$ cat src/rtl/uart_tx_fifo.sv
// Byte FIFO feeding the UART transmitter: buffers CPU writes and issues each
// byte as a one-cycle strobe once the transmitter reports idle.
module uart_tx_fifo #(
  parameter int DEPTH  = 16,
  parameter int ADDR_W = 4
) (
  input  logic              clk,
  input  logic              rst,
  input  logic [7:0]        wr_data,
  input  logic              wr_en,
  output logic              full,
  output logic              empty,
  output logic [ADDR_W:0]   count,
  output logic              overflow,
  output logic [7:0]        tx_data,
  output logic              tx_we,
  input  logic              tx_busy
);

  localparam int DATA_W = 8;
  localparam logic [ADDR_W:0] DEPTH_C = (ADDR_W+1)'(DEPTH);

  typedef enum logic [1:0] {
    IDLE  = 2'd0,
    ISSUE = 2'd1,
    WAIT  = 2'd2
  } state_t;

  state_t              state;
  logic [DATA_W-1:0]   mem [DEPTH];
  logic [ADDR_W-1:0]   wr_ptr;
  logic [ADDR_W-1:0]   rd_ptr;
  logic                push;
  logic                pop;

  assign full  = (count == DEPTH_C);
  assign empty = (count == '0);
  assign push  = wr_en && !full;
  assign pop   = (state == IDLE) && !empty && !tx_busy;

  always_ff @(posedge clk) begin
    if (push) mem[wr_ptr] <= wr_data;
  end

  // Occupancy bookkeeping; a write while full is dropped even if a pop lands on the same edge.
  always_ff @(posedge clk) begin
    if (rst) begin
      wr_ptr   <= '0;
      rd_ptr   <= '0;
      count    <= '0;
      overflow <= 1'b0;
    end else begin
      if (push) wr_ptr <= wr_ptr + ADDR_W'(1);
      if (pop)  rd_ptr <= rd_ptr + ADDR_W'(1);
      if (wr_en && full) overflow <= 1'b1;
      case ({push, pop})
        2'b10:   count <= count + (ADDR_W+1)'(1);
        2'b01:   count <= count - (ADDR_W+1)'(1);
        default: count <= count;
      endcase
    end
  end

  // ISSUE absorbs the transmitter's one-cycle lag in raising busy before WAIT trusts it.
  always_ff @(posedge clk) begin
    if (rst) begin
      state   <= IDLE;
      tx_we   <= 1'b0;
      tx_data <= 8'h00;
    end else begin
      case (state)
        IDLE: begin
          if (pop) begin
            tx_data <= mem[rd_ptr];
            tx_we   <= 1'b1;
            state   <= ISSUE;
          end else begin
            tx_we   <= 1'b0;
          end
        end
        ISSUE: begin
          tx_we <= 1'b0;
          state <= WAIT;
        end
        WAIT: begin
          tx_we <= 1'b0;
          if (!tx_busy) state <= IDLE;
        end
        default: begin
          tx_we <= 1'b0;
          state <= IDLE;
        end
      endcase
    end
  end

endmodule
$ cat config.mk
export PLATFORM = sky130hd
export DESIGN_NAME = uart_tx_fifo
export DESIGN_NICKNAME = d
export VERILOG_FILES = /design/src/rtl/uart_tx_fifo.sv
export SDC_FILE = /design/constraint.sdc
export NUM_CORES = 1
export LEC_CHECK = 0
export ABC_AREA = 1
export ABC_CLOCK_PERIOD_IN_PS = 2100
export CORE_ASPECT_RATIO = 1.75
export CORE_MARGIN = 1
export CORE_UTILIZATION = 54
export CTS_CLUSTER_SIZE = 8
export DETAILED_ROUTE_END_ITERATION = 8
export PLACE_DENSITY_LB_ADDON = 0.25
export SYNTH_ARGS = -nofsm -noshare
export SYNTH_HDL_FRONTEND = slang
export SYNTH_SLANG_ARGS = --single-unit
$ cat constraint.sdc
create_clock -name clk -period 2.1 [get_ports clk]
set_clock_uncertainty 0.1 [all_clocks]
set_input_delay 0.525 -clock clk [delete_from_list [all_inputs] [get_ports clk]]
set_output_delay 0.525 -clock clk [all_outputs]
set_load 0.03 [all_outputs]
==> results.toml, run 1 <==
[outcome]
status = "completed"

[critical_path]
critPathSlowestCell = "clkdlybuf4s50_1"
crit_buf_inv = 1
cp_cell_sequence = "clkdlybuf4s50_1"
worstSetupStartpointType = "flip-flop"
cp_data_arrival_time_ns = 1.44
path_class = "reg2out"
reg2reg_slack_ns = 0.04
path_max_fanout = 2
critPathRequiredTime_ns = 1.47
path_delay_family = "buffers and inverters"
crit_path_max_incr_delay_ns = 0.68
endpoint_kind = "primary output"

[yosys]
seq_area_frac_synth_pct = 65.2
synth.avg_cell_area_um2 = 9.87
synth_top_area_cell = "edfxtp_1"
synth_top_cells_by_area = "edfxtp_1, nand2_1, dfxtp_1"
ys_ff_latch = 153
synth.net_count = 697
yosys.area.top_type_share_pct = 57.7
ys_types = 24
synth_warnings = 0
syn_inst = 675
syn_area_mm2 = 0.00667

[layout]
n_fill_cell = 895
utilization_pct = 66.1
area_delta_synth_final_pct = 19.0
nets = 755
antenna_cells = 0
drive_gt1_share_pct = 12.6

[cts]
clkSinkCount = 153
cts_tree = "done"
cts_root_buffer = "clkbuf_16"
clk_latency_ns = 0.42
clk_path_buf_depth = 2
h-tree-depth = 4
clk_pin_slew_ns = 0.06
cts_inserted_buffers = 17

[timing]
slew_violations = 0
period_needed_ns = 2.07
slew_headroom_pct = 58.3
worstMarginPinSlew_ns = 0.624
setup_viol = 0
final.setup.tns_ns = 0
hold_viol = 0
final.period_utilization_pct = 98.4
rsz0062_at_grt = "yes"
clock.fmax_ghz = 0.484

[placement]
io_buffers = 28
dp_hpwl_um = 9670
routabilityCongestion = 0.957

[drt]
drtIter0Drc = 216
ant_nets = 0
drc = 0
wire_per_inst_um = 16.0
drt-vias-per-instance = 5.15
vias = 4695
drt_wl_total_um = 14600
dr.pass1.iters = 5

[job]
drv_cap = 0

[power]
peakVddDrop_mv = 1.07
leakagePower_nw = 3.44
p_per_area_mw_per_mm2 = 1180

[floorplan]
initial_utilization_pct = 55.5
die_w_um = 86.0
coreArea_mm2 = 0.0120
fp.dieArea_mm2 = 0.0128
rows = 53
io_pins = 29
die_y_um = 149

[global_route]
antenna_found_initial = 0
grt_overflow = 0
grt_pass1_vias = 4553
grt_max_degree = 68
grt.total_usage_pct = 24.4
grt_pass1_wl_um = 22800

[min_path]
min_path_type = "reg2reg"
==> layout make-up <==
type | instances | area (um^2) | share of cell area [%]
inverters | 93 | 352 | 4.43
repair buffers | 69 | 617 | 7.78
well taps | 165 | 206 | 2.60
clock inverters | 14 | 100 | 1.26
multi-input cells | 399 | 1870 | 23.5
flip-flops and latches | 153 | 4360 | 55.0
clock buffers | 18 | 429 | 5.41
==> layout by cell type, fill, tap and decap left out, types with 2 or more instances in the layout <==
cell type | Yosys | final
dfxtp_1 | 25 | 19
dlymetal6s2s_1 | 0 | 4
clkinv_4 | 0 | 4
inv_6 | 0 | 2
ha_1 | 9 | 6
clkinvlp_4 | 0 | 4
dfxtp_4 | 0 | 4
dlygate4sd2_1 | 0 | 7
ha_4 | 0 | 3
buf_2 | 9 | 2
nand2_1 | 221 | 220
nand2_2 | 3 | 4
o21ai_1 | 0 | 2
xor2_1 | 5 | 5
clkinv_1 | 2 | 4
dfxtp_2 | 0 | 2
nor2_1 | 44 | 43
a211oi_1 | 3 | 3
nand4_1 | 2 | 2
nor3b_1 | 3 | 3
inv_2 | 3 | 2
a21oi_2 | 0 | 2
buf_4 | 10 | 38
clkinv_2 | 0 | 2
clkdlybuf4s50_1 | 0 | 15
edfxtp_1 | 128 | 128
a21oi_1 | 10 | 8
clkbuf_16 | 0 | 17
nand3_1 | 92 | 91
inv_1 | 88 | 88
buf_12 | 0 | 3
==> state kept, by name (all words and copies together) (netlist names) <==
| signal | count |
|---|---|
| mem | 128 |
| tx_data | 8 |
| count | 5 |
| rd_ptr | 4 |
| wr_ptr | 4 |
| state | 2 |
| overflow | 1 |
| tx_we | 1 |
==> report_power, final <==
part	switching, mW	internal [mW]	total, mW	leakage (nW)
logic	1.96	1.04	3.01	1.83
registers	0.132	3.51	3.65	1.36
clock network	1.19	1.51	2.70	0.248
total	3.29	6.06	9.35	3.44
==> kinds of logic (layout without fill, tap and decap cells) <==
family | count (synthesis) | count (layout) | synth area share (%)
AOI/OAI and AO/OA | 16 | 16 | 1.31
xor gates and xnor gates | 7 | 7 | 0.920
adders and majority gates | 10 | 10 | 1.99
buffers and inverters | 123 | 194 | 7.88
DFF | 153 | 153 | 65.2
and+or+nand+nor | 366 | 366 | 22.7
==> cells in the mapped netlist, drive strengths merged <==
| library cell | n |
|---|---|
| xnor2 | 2 |
| xor2 | 5 |
| ha | 9 |
| nor3b | 3 |
| o21ai | 3 |
| clkbuf | 8 |
| nand2 | 224 |
| a211oi | 3 |
| dfxtp | 25 |
| inv | 91 |
| buf | 22 |
| clkinv | 2 |
| fa | 1 |
| edfxtp | 128 |
| nor3 | 1 |
| a21oi | 10 |
| nand4 | 2 |
| nand3 | 92 |
| nor2 | 44 |
==> metrics by stage <==
step                worst slack, ns  hold WS [ns]  power, mW  cell area, um^2  instances
floorplan                   -0.0168         0.372       5.72             6740        675
detailed placement           -0.290         0.373       6.68             7370        877
finish                       0.0343         0.380       9.35             7930        911
CTS                         0.00901         0.391       9.32             7880        909
global placement             -0.285         0.368       6.63             7370        877
global route                -0.0657         0.427       9.79             7930        911
==> per-layer routing <==
| metal | global-route usage (%) | vias up | wire length [um] | part of all wire, % |
|---|---|---|---|---|
| li1 | - | 2295 | - | - |
| met3 | 3.82 | 48 | 774 | 5.3 |
| met5 | 0 | - | 0 | 0 |
| met2 | 42.4 | 174 | 7630 | 52 |
| met4 | 16.8 | 0 | 793 | 5.4 |
| met1 | 27.0 | 2178 | 5390 | 37 |
==> path summary, 6_finish.rpt <==
kind | from | endpoint | depth (start not counted)
min reg2reg | overflow | overflow | 2
min | overflow | overflow | 2
max reg2reg | count[0] | count[4] | 12
max | tx_data[3] | tx_data[3] | 1
==> repair_timing <==
| item | in CTS | in global routing |
|---|---|---|
| hold buffers | 0 | 0 |
| pin swaps | 2 | 9 |
| endpoints found under the setup margin | 10 | 6 |
| gates resized for setup | 17 | 11 |
| buffers inserted | 0 | 2 |
(Power assumes the default switching activity.)
==> inputs of run 2 (changes only) <==
Settings changed: SKIP_CTS_REPAIR_TIMING from default to 1, SLEW_MARGIN from default to 10.
==> results.toml, run 2 (synthesis results as in run 1) <==
[timing]
setup_viol = 0
period_needed_ns = 2.06
hold_slack_ns = 0.380
hold_viol = 0
worst_slack_ns = 0.0365
slew_headroom_pct = 58.1
slew_violations = 0
rsz0062_at_grt = "yes"
worstMarginPinSlew_ns = 0.627
final.period_utilization_pct = 98.3
clock.fmax_ghz = 0.485

[layout]
antenna_cells = 0
finalNonFillerCells = 909
final_area_mm2 = 0.00794
reg_top3 = "mem x128, tx_data x8, count x5"
final_cell_mix = "nand2_1, edfxtp_1, nand3_1"
largest_reg_flops = 128
layout_commonest_cell = "nand2_1"
largest_register = "mem"
nets = 753
area_delta_synth_final_pct = 19.2
utilization_pct = 66.2
drive_gt1_share_pct = 12.6
n_fill_cell = 886

[cts]
cts_root_buffer = "clkbuf_16"
clkSinkCount = 153
h-tree-depth = 4
clk_latency_ns = 0.42
cts_inserted_buffers = 17
clk_path_buf_depth = 2
cts_tree = "done"
clk_pin_slew_ns = 0.06

[floorplan]
die_y_um = 149
coreArea_mm2 = 0.0120
initial_utilization_pct = 55.5
io_pins = 29
die_w_um = 86.0
fp.dieArea_mm2 = 0.0128
rows = 53

[critical_path]
path_class = "reg2out"
cp_data_arrival_time_ns = 1.44
reg2reg_depth = 12
crit_buf_inv = 1
crit_start = "tx_data[3]"
endpoint_kind = "primary output"
path_delay_family = "buffers and inverters"
worstSetupStartpointType = "flip-flop"
rr_endpoint = "count[4]"
critPathRequiredTime_ns = 1.47
crit_path_max_incr_delay_ns = 0.68
critPathSlowestCell = "clkdlybuf4s50_1"
path_max_fanout = 2
r2r-start = "count[3]"
cp_cell_sequence = "clkdlybuf4s50_1"
reg2reg_slack_ns = 0.09

[power]
peakVddDrop_mv = 1.09
p_per_area_mw_per_mm2 = 1180
leakagePower_nw = 3.51

[global_route]
grt.total_usage_pct = 24.4
grt_pass1_vias = 4553
antenna_found_initial = 0
grt_pass1_wl_um = 22800
grt_max_degree = 68
grt_overflow = 0

[drt]
drtIter0Drc = 239
wire_per_inst_um = 16.0
vias = 4649
ant_nets = 0
drt-vias-per-instance = 5.11
drt_wl_total_um = 14500
drc = 0
dr.pass1.iters = 5

[placement]
io_buffers = 28
dpl_worst_slack_ns = -0.290
dp_hpwl_um = 9670
dpl.cell_count = 877
dpl-instance-area_mm2 = 0.00737
routabilityCongestion = 0.957

[min_path]
hold_path_depth = 2
min_from = "overflow"
holdPathEnd = "overflow"
min_path_type = "reg2reg"

[job]
drv_cap = 0

[outcome]
status = "completed"
run 2: cell count changes in the layout (fill, tap and decap cells not counted), sizes merged:
cell / delta
clkbuf: +2
dlygate4sd2: -7
buf: -4
dlymetal6s2s: +7
run 2: cell type report:
class	instances	area, um^2	share of cell area (%)
clock inverters	14	100	1.26
multi-input cells	399	1870	23.5
well taps	165	206	2.60
clock buffers	18	429	5.40
inverters	93	352	4.43
repair buffers	67	628	7.91
flip-flops and latches	153	4360	54.9
run 2: through the flow:
step	total power [mW]	TNS [ns]
finish	9.34	0
global route	9.79	-0.0212
CTS	9.38	-1.13
detailed placement	6.68	-16.86
global placement	6.63	-12.53
floorplan	5.72	-0.0220
run 2: metal layers:
layer / GRT usage (%) / part of all wire [%] / wire [um] / vias to the layer above
li1: - / - / - / 2292
met1: 27.0 / 38 / 5460 / 2149
met2: 42.4 / 53 / 7620 / 157
met3: 3.82 / 4.2 / 609 / 51
met4: 16.8 / 5.7 / 827 / 0
met5: 0 / 0 / 0 / -
run 2: how the worst max path moves through the flow:
stage                 endpoint  slack, ns  cells past startpoint
CTS                       full      -0.43                      4
detailed placement    count[4]      -0.29                     11
global placement      count[3]      -0.29                     11
finish              tx_data[3]       0.04                      1
global route          count[4]      -0.02                     11
floorplan             count[4]      -0.02                     12
run 2: where the power goes:
part / internal [mW] / total (mW) / switching, mW
Sequential: 3.51 / 3.65 / 0.133
Clock: 1.51 / 2.70 / 1.19
Combinational: 1.05 / 3.00 / 1.95
Total: 6.07 / 9.34 / 3.27
